[config.mk]
export PLATFORM = sky130hd
export DESIGN_NAME = mul_job_sequencer
export DESIGN_NICKNAME = d
export VERILOG_FILES = /design/src/rtl/mul_seq_pkg.sv /design/src/rtl/mul_seq_watchdog.sv /design/src/rtl/mul_job_sequencer.sv
export SDC_FILE = /design/constraint.sdc
export NUM_CORES = 1
export LEC_CHECK = 0
export ABC_AREA = 1
export ABC_CLOCK_PERIOD_IN_PS = 1200
export CORE_ASPECT_RATIO = 1.1
export CORE_MARGIN = 2
export CORE_UTILIZATION = 40
export DETAILED_ROUTE_END_ITERATION = 7
export PLACE_DENSITY = 0.76
export SYNTH_ARGS = -nofsm -noshare
export SYNTH_HDL_FRONTEND = slang
export SYNTH_HIERARCHICAL = 1
export SYNTH_SLANG_ARGS = --single-unit
[constraint.sdc]
create_clock -name clk -period 1.2 [get_ports clk]
set_input_delay 0.12 -clock clk [delete_from_list [all_inputs] [get_ports clk]]
set_output_delay 0.12 -clock clk [all_outputs]
set_load 0.05 [all_outputs]
[src/rtl/mul_seq_pkg.sv]
// Shared types and defaults for the repeated-addition multiplier job sequencer.
package mul_seq_pkg;

    typedef enum logic [2:0] {
        CLR,
        IDLE,
        LOAD_A,
        LOAD_B,
        RUN,
        RESP
    } seq_state_t;

    localparam int DEF_CLR_CYCLES = 2;

endpackage

[src/rtl/mul_seq_watchdog.sv]
// Run-length watchdog for mul_job_sequencer; only built when MUL_SEQ_TIMEOUT_EN is defined.
`ifdef MUL_SEQ_TIMEOUT_EN
module mul_seq_watchdog #(
    parameter int TIMEOUT = 70000
) (
    input  logic clk,
    input  logic rst_n,
    input  logic clear,
    input  logic enable,
    output logic expired
);

    localparam int CW = $clog2(TIMEOUT + 1);

    logic [CW-1:0] cnt;

    always_ff @(posedge clk or negedge rst_n) begin
        if (!rst_n) begin
            cnt <= '0;
        end else if (clear) begin
            cnt <= '0;
        end else if (enable && cnt != CW'(TIMEOUT)) begin
            cnt <= cnt + 1'b1;
        end
    end

    // High on the edge that takes the count to TIMEOUT, so the FSM leaves on that same edge.
    assign expired = enable && (cnt == CW'(TIMEOUT - 1));

endmodule
`endif

[src/rtl/mul_job_sequencer.sv]
// Initiator-side job sequencer for the repeated-addition multiplier.
// Define MUL_SEQ_TIMEOUT_EN to build in the watchdog that turns a hung run into an error result.
module mul_job_sequencer
    import mul_seq_pkg::*;
#(
    parameter int W          = 16,
    parameter int TIMEOUT    = 70000,
    parameter int CLR_CYCLES = DEF_CLR_CYCLES
) (
    input  logic         clk,
    input  logic         rst_n,
    input  logic         job_valid,
    output logic         job_ready,
    input  logic [W-1:0] job_a,
    input  logic [W-1:0] job_b,
    output logic         res_valid,
    input  logic         res_ready,
    output logic [W-1:0] res_p,
    output logic         res_err,
    output logic         mul_start,
    output logic [W-1:0] mul_data,
    output logic         mul_clr,
    input  logic         mul_lda,
    input  logic         mul_ldb,
    input  logic         mul_done,
    input  logic [W-1:0] mul_p
);

    localparam int CNT_W = $clog2(CLR_CYCLES + 1);

    seq_state_t     state, state_n;
    logic [CNT_W-1:0] clr_cnt;
    logic [W-1:0]   a_q, b_q, res_p_q;
    logic           expired;
    logic           job_xfer, zero_job, in_run_phase, timeout_hit;

    assign job_xfer     = (state == IDLE) && job_valid;
    assign zero_job     = (job_a == '0) || (job_b == '0);
    assign in_run_phase = state inside {LOAD_A, LOAD_B, RUN};
    // mul_done beats a timeout landing on the same edge.
    assign timeout_hit  = expired && in_run_phase && !((state == RUN) && mul_done);

    // NOTE: sequential state uses non-blocking assignments so every flop samples pre-edge values.
    always_ff @(posedge clk or negedge rst_n) begin
        if (!rst_n) begin
            state   <= CLR;
            clr_cnt <= '0;
        end else begin
            state   <= state_n;
            clr_cnt <= (state == CLR && state_n == CLR) ? clr_cnt + 1'b1 : '0;
        end
    end

    // NOTE: state_n gets a default before the case, so no path leaves it unassigned (no latch).
    always_comb begin
        state_n = state;
        case (state)
            CLR:    if (clr_cnt == CNT_W'(CLR_CYCLES - 1)) state_n = IDLE;
            IDLE:   if (job_valid) state_n = zero_job ? RESP : LOAD_A;
            LOAD_A: if (expired) state_n = RESP;
                    else if (mul_lda) state_n = LOAD_B;
            LOAD_B: if (expired) state_n = RESP;
                    else if (mul_ldb) state_n = RUN;
            RUN:    if (mul_done || expired) state_n = RESP;
            RESP:   if (res_ready) state_n = CLR;
            default: state_n = CLR;
        endcase
    end

    always_comb begin
        mul_clr   = 1'b0;
        job_ready = 1'b0;
        res_valid = 1'b0;
        mul_start = 1'b0;
        mul_data  = '0;
        case (state)
            CLR:    mul_clr   = 1'b1;
            IDLE:   job_ready = 1'b1;
            LOAD_A: begin
                mul_start = 1'b1;
                mul_data  = a_q;
            end
            LOAD_B: mul_data  = b_q;
            RUN:    mul_data  = b_q;
            RESP:   res_valid = 1'b1;
            default: mul_clr  = 1'b1;
        endcase
    end

    // NOTE: operand and result registers are reset so res_p and mul_data read 0 out of reset.
    always_ff @(posedge clk or negedge rst_n) begin
        if (!rst_n) begin
            a_q     <= '0;
            b_q     <= '0;
            res_p_q <= '0;
        end else if (job_xfer) begin
            a_q     <= job_a;
            b_q     <= job_b;
            res_p_q <= '0;
        end else if ((state == RUN) && mul_done) begin
            res_p_q <= mul_p;
        end else if (timeout_hit) begin
            res_p_q <= '0;
        end
    end

    assign res_p = res_p_q;

`ifdef MUL_SEQ_TIMEOUT_EN
    logic res_err_q;

    mul_seq_watchdog #(
        .TIMEOUT (TIMEOUT)
    ) u_watchdog (
        .clk     (clk),
        .rst_n   (rst_n),
        .clear   (job_xfer && !zero_job),
        .enable  (in_run_phase),
        .expired (expired)
    );

    always_ff @(posedge clk or negedge rst_n) begin
        if (!rst_n) begin
            res_err_q <= 1'b0;
        end else if (job_xfer || ((state == RUN) && mul_done)) begin
            res_err_q <= 1'b0;
        end else if (timeout_hit) begin
            res_err_q <= 1'b1;
        end
    end

    assign res_err = res_err_q;
`else
    logic unused_timeout;

    // Without the watchdog a run waits for mul_done forever.
    assign expired        = 1'b0;
    assign res_err        = 1'b0;
    assign unused_timeout = (TIMEOUT != 0);
`endif

endmodule

==> results.sh <==
export IMPL_remaining_drc_errors=0
export IMPL_final_area_mm2=0.00498
export IMPL_fin_util=0.804
export IMPL_grt_total_usage=0.261
export IMPL_grt_overflow_total=0
export IMPL_synth_commonest_cells="dfrtp_1 (53), nand2_1 (38), nand3_1 (37)"
export IMPL_avgViaCountPerCell=5.13
export IMPL_antenna_found_initial=0
export IMPL_rr_startpoint="state[0]"
export IMPL_path_class="register to output pin"
export IMPL_grt_start_max_net_pins=54
export IMPL_max_cap_viol_count=0
export IMPL_cts_buffers=5
export IMPL_synth_fa_ha_area_frac=0.00486
export IMPL_hold_ws_ps=326
export IMPL_wl_mm=8.90
export IMPL_endpoint_kind="output pin"
export IMPL_htree_levels=2
export IMPL_synth_distinct_cells=21
export IMPL_total_power_mw=14.8
export IMPL_clk_pin_slew_ps=90
export IMPL_synthXorXnorAreaFrac=0
export IMPL_yosysWarnings=6
export IMPL_r2r_cells=9
export IMPL_gp_congestion=0.820
export IMPL_fmax_ghz=0.554
export IMPL_n_antenna_cell=0
export IMPL_synth_area_leaders="dfrtp_1 (52%), mux2_4 (17%), nand3_1 (7.2%), nand2_1 (5.5%), a22o_1 (5.4%)"
export IMPL_dpl_cell_area_mm2=0.00417
export IMPL_synth_top_area_cell="dfrtp_1"
export IMPL_hold_class="primary input to async pin"
export IMPL_yosys_area_share_simple=0.191
export IMPL_yosysMostFrequentCell="dfrtp_1"
export IMPL_die_x_um=80.5
export IMPL_rows=30
export IMPL_setup_viol=73
export IMPL_clkLatencyLatePin_ps=310
export IMPL_finalCritPeriodShare=1.50
export IMPL_worstPathArrival_ps=1680
export IMPL_root_buffer="clkbuf_8"
export IMPL_status="complete, but fails checks"
export IMPL_grt_first_pass_wirelength_mm=13.9
export IMPL_clk_path_buf_depth=2
export IMPL_dr_pass1_iters=4
export IMPL_hold_viol=0
export IMPL_drive_above_1_share=0.522
export IMPL_syn_inst=238
export IMPL_reg2reg_slack_ps=-590
export IMPL_ioPinCount=92
export IMPL_finalWorstSetupSlack_ps=-605
export IMPL_wire_per_inst_um=19.2
export IMPL_synth_edf_count=0
export IMPL_yosys_area_top_type_share=0.516
export IMPL_cts_tree="done"
export IMPL_synth_compound_area_frac=0.0661
export IMPL_synth_seq_area_share=0.516
export IMPL_synth_seq_cells=53
export IMPL_drt_initial_drc_count=93
export IMPL_cp_max_fo=8
export IMPL_grt_pass1_vias=2657
export IMPL_start_kind="register"
export IMPL_slew_viol_final=0
export IMPL_die_h_um=88.1
export IMPL_syn_area_mm2=0.00257
export IMPL_start_util=0.415
export IMPL_final_antenna_net_count=0
export IMPL_pre_cts_ws_ps=-407
export IMPL_p_leak_nw=2.37
export IMPL_r2r_end="a_q[11]"
export IMPL_fin_nets=438
export IMPL_ir_worst_vdd_mv=1.67
export IMPL_areaGrowthSynthToFinish_pct=93.6
export IMPL_violations="setup timing"
export IMPL_synth_ff_type="dfrtp_1"
export IMPL_die_area_mm2=0.00709
export IMPL_synth_top_family_by_area="simple AND/OR/NAND/NOR gates"
export IMPL_syn_avg_cell_area_um2=10.8
export IMPL_rsz0062_at_grt="yes"
export IMPL_num_vias=2377
export IMPL_io_buffers=90
export IMPL_synth_nets=294
export IMPL_cts_sinks=53
export IMPL_async_flop_share=1.00
export IMPL_coreArea_mm2=0.00619
export IMPL_endpoint="mul_data[0]"
export IMPL_required_ps=1080
export IMPL_period_needed_ps=1800
export IMPL_powerDensity_mw_per_mm2=2960
export IMPL_hpwl_mm=4.91
export IMPL_finalClockSkew_ps=4.74
export IMPL_startpoint="state[1]"
export IMPL_synth_mux_area_frac=0.174
## cell type report
cell class                      count  area [µm²]
Clock buffer                        5        68.8
Tap cell                           80         100
Timing Repair inverter              1        8.76
Clock inverter                      3        17.5
Fill cell                         330        1210
Inverter                            9        41.3
Sequential cell                    53        1330
Timing Repair Buffer              149        1930
Multi-Input combinational cell    163        1490
## power breakdown
part / total (mW) / leakage (nW) / internal [mW] / switching [mW]
sequential: 3.45 / 0.663 / 2.62 / 0.828
combinational: 10.3 / 1.66 / 5.47 / 4.84
clock: 1.01 / 0.0439 / 0.404 / 0.605
## worst max-delay path: stages, from the launching register on
cell and delay, ps:
dfrtp_1 410, inv_2 90, nand2_2 110, nor2_4 50, nor2_4 200, inv_6 110, a22o_4 250, buf_12 140
## layer usage
metal	wire, µm	vias to the layer above	part of all wire	track usage
met5	0	-	0	0
met4	222	0	0.025	0.105
met3	515	17	0.058	0.0546
met2	4820	91	0.54	0.485
met1	3350	1166	0.38	0.290
li1	-	1103	-	-
## logic make-up after synthesis
| logic type | count (synthesis) |
|---|---|
| muxes | 30 |
| other | 1 |
| AOI/OAI and AO/OA | 22 |
| adders and majority gates | 1 |
| DFF | 53 |
| buffers and inverters | 22 |
| and+or+nand+nor | 109 |
## placed cells by master (no fill, tap or decap), types with 3 or more instances in the layout
cell type,instances
a22o_4,16
buf_12,41
buf_4,27
buf_6,14
buf_8,10
clkbuf_8,5
clkdlybuf4s50_1,53
dfrtp_1,52
inv_1,4
inv_2,4
mux2_4,29
nand2_1,29
nand2_2,8
nand3_1,18
nand3_2,18
nor2_1,20
nor2_4,6
nor3_4,3
## worst min-delay path by stage
stage / from / endpoint / cells after the start
after global placement: rst_n / a_q[15] / 2
after detailed placement: rst_n / a_q[1] / 2
after CTS: rst_n / a_q[12] / 3
after floorplan: rst_n / a_q[0] / 0
after global routing: rst_n / a_q[15] / 3
final: rst_n / b_q[1] / 3
## metrics by stage
stage	instances	TNS (ps)
2_1_floorplan	238	-24640
3_3_place_gp	431	-14460
3_5_place_dp	431	-18280
4_1_cts	466	-36110
5_1_grt	463	-40920
6_report	463	-36290
## registers in the layout (all words and copies together) (netlist names)
signal / flops
b_q: 16
clr_cnt: 2
state: 3
a_q: 16
res_p: 16
## repair_timing
item | CTS | global route
endpoints found under the hold margin | 53 | 0
buffers inserted | 20 | 7
cloned | 7 | 0
hold buffers | 1 | 0
pin swaps | 24 | 18
endpoints found under the setup margin | 72 | 73
resized for setup | 68 | 48
Note: power is estimated with default switching activity, not from simulation.
